===== config.mk =====
export PLATFORM = sky130hd
export DESIGN_NAME = key_matrix_scanner
export DESIGN_NICKNAME = d
export VERILOG_FILES = /design/src/rtl/key_matrix_scanner.sv
export SDC_FILE = /design/constraint.sdc
export NUM_CORES = 1
export LEC_CHECK = 0
export ABC_AREA = 1
export BUFFER_PORTS_ARGS = -buffer_cell sky130_fd_sc_hd__buf_2
export CORE_MARGIN = 1.5
export CORE_UTILIZATION = 30
export CTS_CLUSTER_DIAMETER = 30
export DETAILED_ROUTE_END_ITERATION = 7
export PLACE_DENSITY = 0.56
export SYNTH_ARGS = -nofsm -noshare
export SYNTH_HDL_FRONTEND = slang
export SYNTH_SLANG_ARGS = --single-unit

===== constraint.sdc =====
create_clock -name CLK -period 9.6 [get_ports CLK]
set_clock_uncertainty 0.05 [all_clocks]
set_input_delay 0 -clock CLK [delete_from_list [all_inputs] [get_ports CLK]]
set_output_delay 0 -clock CLK [all_outputs]
set_load 0.05 [all_outputs]

===== src/rtl/key_matrix_scanner.sv =====
// key_matrix_scanner: row-scanned, frame-debounced key matrix reader with a valid/ready key event output.
// Define KEYSCAN_SYNC_EN to pass the column lines through a 2-flop synchronizer before sampling.
module key_matrix_scanner #(
    parameter int ROWS     = 5,
    parameter int COLS     = 7,
    parameter int SCAN_DIV = 4,
    parameter int DEBOUNCE = 2,
    localparam int KW      = $clog2(ROWS * COLS)
) (
    input  logic            CLK,
    input  logic            RST_N,
    output logic [ROWS-1:0] L,
    input  logic [COLS-1:0] C,
    output logic            key_valid,
    output logic [KW-1:0]   key_code,
    input  logic            key_ready,
    output logic            key_held
);
    localparam int N  = ROWS * COLS;
    localparam int DW = $clog2(SCAN_DIV);
    localparam int RW = ROWS > 1 ? $clog2(ROWS) : 1;
    localparam int SW = $clog2(DEBOUNCE + 1);

    typedef enum logic [1:0] {IDLE, REPORT, HELD} state_t;

    logic [DW-1:0]   div;
    logic [RW-1:0]   row;
    logic [COLS-1:0] col;
    logic [N-1:0]    frame, full, prev, deb;
    logic [SW-1:0]   cnt, nxt_cnt;
    logic [KW-1:0]   low;
    logic            last_div, last_row;
    state_t          state;

`ifdef KEYSCAN_SYNC_EN
    logic [COLS-1:0] sync1, sync2;
    always_ff @(posedge CLK or negedge RST_N)
        if (!RST_N) begin
            sync1 <= '0;
            sync2 <= '0;
        end else begin
            sync1 <= C;
            sync2 <= sync1;
        end
    assign col = sync2;
`else
    assign col = C;
`endif

    assign last_div = div == DW'(SCAN_DIV - 1);
    assign last_row = row == RW'(ROWS - 1);
    assign L        = ROWS'(1) << row;
    assign nxt_cnt  = (full != prev) ? '0 : (cnt == SW'(DEBOUNCE)) ? cnt : cnt + 1'b1;

    // frame being assembled, with the current row's columns merged in
    always_comb begin
        full = frame;
        full[int'(row) * COLS +: COLS] = col;
    end

    always_comb begin
        low = '0;
        for (int i = N - 1; i >= 0; i--)
            if (deb[i]) low = KW'(i);
    end

    always_ff @(posedge CLK or negedge RST_N)
        if (!RST_N) begin
            div   <= '0;
            row   <= '0;
            frame <= '0;
            prev  <= '0;
            deb   <= '0;
            cnt   <= '0;
        end else begin
            div <= last_div ? '0 : div + 1'b1;
            if (last_div) begin
                row   <= last_row ? '0 : row + 1'b1;
                frame <= full;
                if (last_row) begin
                    prev <= full;
                    cnt  <= nxt_cnt;
                    if (nxt_cnt == SW'(DEBOUNCE)) deb <= full;
                end
            end
        end

    always_ff @(posedge CLK or negedge RST_N)
        if (!RST_N) begin
            state     <= IDLE;
            key_valid <= 1'b0;
            key_code  <= '0;
            key_held  <= 1'b0;
        end else begin
            key_held <= |deb;
            case (state)
                IDLE: if (|deb) begin
                    state     <= REPORT;
                    key_valid <= 1'b1;
                    key_code  <= low;
                end
                REPORT: if (key_ready) begin
                    state     <= |deb ? HELD : IDLE;
                    key_valid <= 1'b0;
                end
                HELD: if (~|deb) state <= IDLE;
                default: state <= IDLE;
            endcase
        end
endmodule

* After elaboration in Yosys (flattened, before gate mapping) *
Index checks and enable logic that the tools add are counted.

operators by class
  $add $sub $neg = 4
  $mul = 1
  eq/ne operators = 10
  shift operators = 3
  multiplexer cells = 48
  reduce and logical (&&, ||, !) cells = 8

operators with widths
  operator                 number
  $mux 6                   35
  $bwmux 35                1
  $ne 35x35->1             1
  $reduce_or 35->1         1
  $shift 7x33->35 const A  1
  $shiftx 7x33->35         1
  $neg 6->33               1
  $mux 2                   7
  $reduce_and 3->1         3
  $eq 2x2->1 const B       4
  $mul 3x3->6 const B      1
  $ne 2x2->1 const B       3
  $pmux 2 s3               1
  $shl 1x3->5 const A      1
  $add 2x1->2 const B      2
  $reduce_and 2->1         2
  $add 3x1->3 const B      1
  $eq 3x3->1 const B       1
  $mux 3                   1
  $eq 2x1->1 const B       1
  $logic_not 2->1          1
  $mux 1                   2
  $pmux 1 s2               1
  $reduce_bool 2->1        1

word-level totals
  register bits = 122
  input port bits = 10
  output and inout bits = 13

* Logic depth before layout (Yosys ltp) *
  depth after elaboration = 35
  depth in mapped cells = 35

* Worst setup path after synthesis *
Ideal clock, no wire load.

  path type = reg2reg
  start point = reg row[0]
  end point = reg deb[2]
  library setup time = 134 ps
  data arrival time = 3187 ps
  path slack = 6229 ps
  cell stages (with the launch flop) = 19
  path buffers = 3
  period minus slack after synthesis = 3371 ps
  path through = dfrtp_1 -> inv_1 -> ha_1 -> ha_1 -> inv_2 -> nor3_4 -> nand2_2 -> buf_6 -> o21ai_1 -> inv_1 -> a221oi_1 -> nand3_1 -> nor4b_2 -> nand2_1 -> or2_1 -> buf_6 -> buf_6 -> nand2_1 -> o21ai_2

between the ends
  longest elaborated chain between the ends = 8
  elaborated cells on any way between the ends = 10
  those cells by class = 1 x add/sub; 1 x mul; 3 x eq/ne; 2 x shift; 2 x mux; 1 x reduce/logical

RTL lines
  element                                              line  text
  start, declared                                      27    logic [RW-1:0] row;
  start signal, assigned                               78    row <= last_row ? '0 : row + 1'b1;
  $mul 3x3->6                                          58    full[int'(row) * COLS +: COLS] = col;
  $neg 6->33                                           58
  $shiftx 7x33->35 or $shift 7x33->35 (tied branches)  58
  $bwmux 35                                            58
  $ne 35x35->1                                         53    assign nxt_cnt = (full != prev) ? '0 : (cnt == SW'(DEBOUNCE)) ? cnt : cnt + 1'b1;
  $mux 2                                               53
  $eq 2x2->1                                           83    if (nxt_cnt == SW'(DEBOUNCE)) deb <= full;
  $reduce_and 3->1 (no line)                           -
  end signal, assigned                                 83
  end, declared                                        29    logic [N-1:0] frame, full, prev, deb;

Several ways; a longest one is shown, not always the timed one.
A chain may end at the register's enable or synchronous reset.

* Worst setup path in the final report *
  start point = reg row[0]
  end point = reg deb[13]

Same word-level chain as after synthesis.

==> impl_metrics.env <==
export IMPL_met3WireLength_um=452
export IMPL_relSlewSlack_pct=27.59
export IMPL_routabilityCongestion=0.7828
export IMPL_critPathLaunchType="register"
export IMPL_fmax_ghz=0.2162
export IMPL_m1WireLength_um=7305
export IMPL_whs_ns=0.02701
export IMPL_endpoint="deb[13]"
export IMPL_hp_class="in2reg"
export IMPL_placed_area_mm2=0.006364
export IMPL_worst_pin_slew_ns=1.085
export IMPL_synth_seq_area_share_pct=50.33
export IMPL_irDropWorstVdd_uv=132.4
export IMPL_drtPass1Iterations=4
export IMPL_grt_antenna_before_repair=0
export IMPL_vias=4549
export IMPL_core_area_mm2=0.01965
export IMPL_final_cell_mix="206 x nand2_1, 122 x dfrtp_1, 110 x inv_1"
export IMPL_crit_path_max_fanout=70
export IMPL_async_flop_share_pct=100.0
export IMPL_grt_max_degree=71
export IMPL_overflow=0
export IMPL_n_fill_cell=2090
export IMPL_syn_to_final_growth_pct=15.04
export IMPL_crit_chain="inv_1 > ha_1 > ha_1 > nand2_1 > nor2_1 > inv_2 > o22ai_1 > inv_1 > a2111oi_0 > nand2_1 > nor4_1 > nor4b_2 > nand2_1 > or2_2 > buf_4 > nand2_1 > o21ai_2"
export IMPL_syn_nets=742
export IMPL_rows=51
export IMPL_track_usage_pct=13.68
export IMPL_startpoint="row[0]"
export IMPL_numCtsBuffers=17
export IMPL_cp_arrival_ns=4.84
export IMPL_wl_per_cell_um=13.34
export IMPL_antenna_left=0
export IMPL_cpMostUsedCell="nand2_1"
export IMPL_final_common_cell="nand2_1"
export IMPL_top_layer_used="met4"
export IMPL_clock_path_buffers=2
export IMPL_clk_pin_slew_worst_paths_ns=0.06
export IMPL_wl_met2_um=5790
export IMPL_cts_tree="yes"
export IMPL_die_w_um=145.2
export IMPL_post_route_period_util_pct=48.18
export IMPL_drv_slew=0
export IMPL_n_antenna_cell=0
export IMPL_design_area_mm2=0.006978
export IMPL_cts_resized_gates=0
export IMPL_critPathCaptureType="register"
export IMPL_finalPower_mw=1.236
export IMPL_status="completed"
export IMPL_fin_setup_tns_ns=0
export IMPL_htreeDepth=4
export IMPL_period_needed_ns=4.626
export IMPL_worst_slack_ns=4.975
export IMPL_viasPerCell=4.451
export IMPL_netlist_area_mm2=0.006066
export IMPL_syn_avg_cell_area_um2=8.401
export IMPL_drc=0
export IMPL_required_ns=9.82
export IMPL_start_util_pct=30.86
export IMPL_grt_setup_unrepaired="false"
export IMPL_yosysWarnings=0
export IMPL_synth_top_area_share_pct=50.33
export IMPL_synth_ff_latch_count=122
export IMPL_rrSetupSlack_ns=4.97
export IMPL_cts_num_sinks=122
export IMPL_insertion_delay_ns=0.41
export IMPL_setup_viol=0
export IMPL_die_area_mm2=0.02108
export IMPL_grt_pass1_wl_um=22840
export IMPL_ioPinCount=23
export IMPL_hold_viol=0
export IMPL_r2r_end="deb[13]"
export IMPL_synth_cells=722
export IMPL_cts_root_buf="clkbuf_16"
export IMPL_path_class="reg2reg"
export IMPL_critical_path_max_stage_delay_ns=0.63
export IMPL_p_leak_nw=3.489
export IMPL_io_buffers=22
export IMPL_postCtsSetupRepairBufs=0
export IMPL_nets=764
export IMPL_layout_drive_gt1_share_pct=13.61
export IMPL_worstRegToRegCells=17
export IMPL_drtIter0Drc=254
export IMPL_pre_cts_ws_ns=4.962
export IMPL_dp_hpwl_um=9514
export IMPL_cpMaxStageDelayCell="dfrtp_1"
export IMPL_yosysTopAreaCell="dfrtp_1"
export IMPL_synth_area_leaders="dfrtp_1 50%, nand2_1 13%, inv_1 6.8%, o21ai_0 6.7%, o21ai_2 4.6%"
export IMPL_die_h_um=145.2
export IMPL_rr_startpoint="row[0]"
export IMPL_power_density_mw_per_mm2=177.1
export IMPL_wl_um=13630
export IMPL_drv_cap=0
export IMPL_grt_pass1_vias=4366
export IMPL_ys_flop_type="dfrtp_1"
export IMPL_yosysUniqueCellTypes=38
export IMPL_synth_edff_count=0
-- kinds of logic after synthesis --
logic type               share of synthesized area [%]
adder cells (fa/ha/maj)                          2.063
flip-flops                                       50.33
buffers and inverters                            9.901
XOR/XNOR                                         1.733
AO/OA/AOI/OAI                                    17.39
multiplexers                                    0.9901
AND/OR/NAND/NOR                                  17.59
-- flip-flops by register name (all words and copies together) (netlist names) --
register and flops:
cnt 2, key_held 1, key_valid 1, deb 35, row 3, div 2, state 2, key_code 6
prev 35, frame 35
-- worst min path at each step --
stage	depth (start not counted)	start	end
2_1_floorplan	0	RST_N	cnt[0]
4_1_cts	3	C[5]	deb[19]
5_1_grt	3	C[5]	deb[19]
6_report	3	C[5]	deb[19]
3_3_place_gp	1	RST_N	deb[10]
3_5_place_dp	1	RST_N	deb[10]
-- Yosys cell counts (2+ instances only) --
cell and count:
dfrtp_1 122, o21ai_0 81, a21oi_1 4, nor4_1 2, nand2_1 206, or2_2 3, buf_6 11, a2111oi_0 2
a221oi_1 6, o21ai_2 32, inv_1 110, ha_1 10, clkbuf_1 13, nand3_1 7, nand4_1 2, o22ai_1 22
inv_2 3, xnor2_1 4, nand2_2 2, o21ai_1 15, nor2_1 35, mux2i_1 6, nor3_1 2, xor2_1 8
-- layer usage --
layer  global-route usage, %  vias up
met5                       0        -
met3                   3.836        8
met2                   20.14       69
met1                   19.83     2112
met4                   3.061        0
li1                        -     2360
-- where the power goes --
part / total [mW] / switching [mW] / internal [mW]
Sequential: 0.537 / 0.00754 / 0.530
Clock: 0.637 / 0.240 / 0.397
Combinational: 0.0618 / 0.0430 / 0.0187
Total: 1.24 / 0.290 / 0.945
-- final cells by class --
class	instances	area, µm²	area share (%)
sequential	122	3053	43.75
multi-input combinational	462	2412	34.57
clock buffer	19	452.9	6.491
inverter	113	424.2	6.079
tap	265	331.6	4.752
timing repair buffer	28	162.7	2.331
clock inverter	13	141.4	2.026
-- metrics by stage --
stage / instances / utilization (%)
after floorplan: 722 / -
after global placement: 988 / 32.38
after detailed placement: 988 / 32.38
after CTS: 1022 / 35.50
after global routing: 1022 / 35.50
final: 1022 / 35.50
-- worst max-delay path, delay by kind of cell (launching register included) --
family / cells / cell delay [ns]
simple gates: 8 / 1.49
buf+inv: 4 / 0.79
compound gates: 3 / 0.90
flops: 1 / 0.63
fa+ha+maj: 2 / 0.58
-- repair_timing --
item,in CTS,in global routing
setup endpoints to repair,0,0
hold buffers,2,0
hold endpoints to repair,72,0
(Power assumes the default switching activity.)
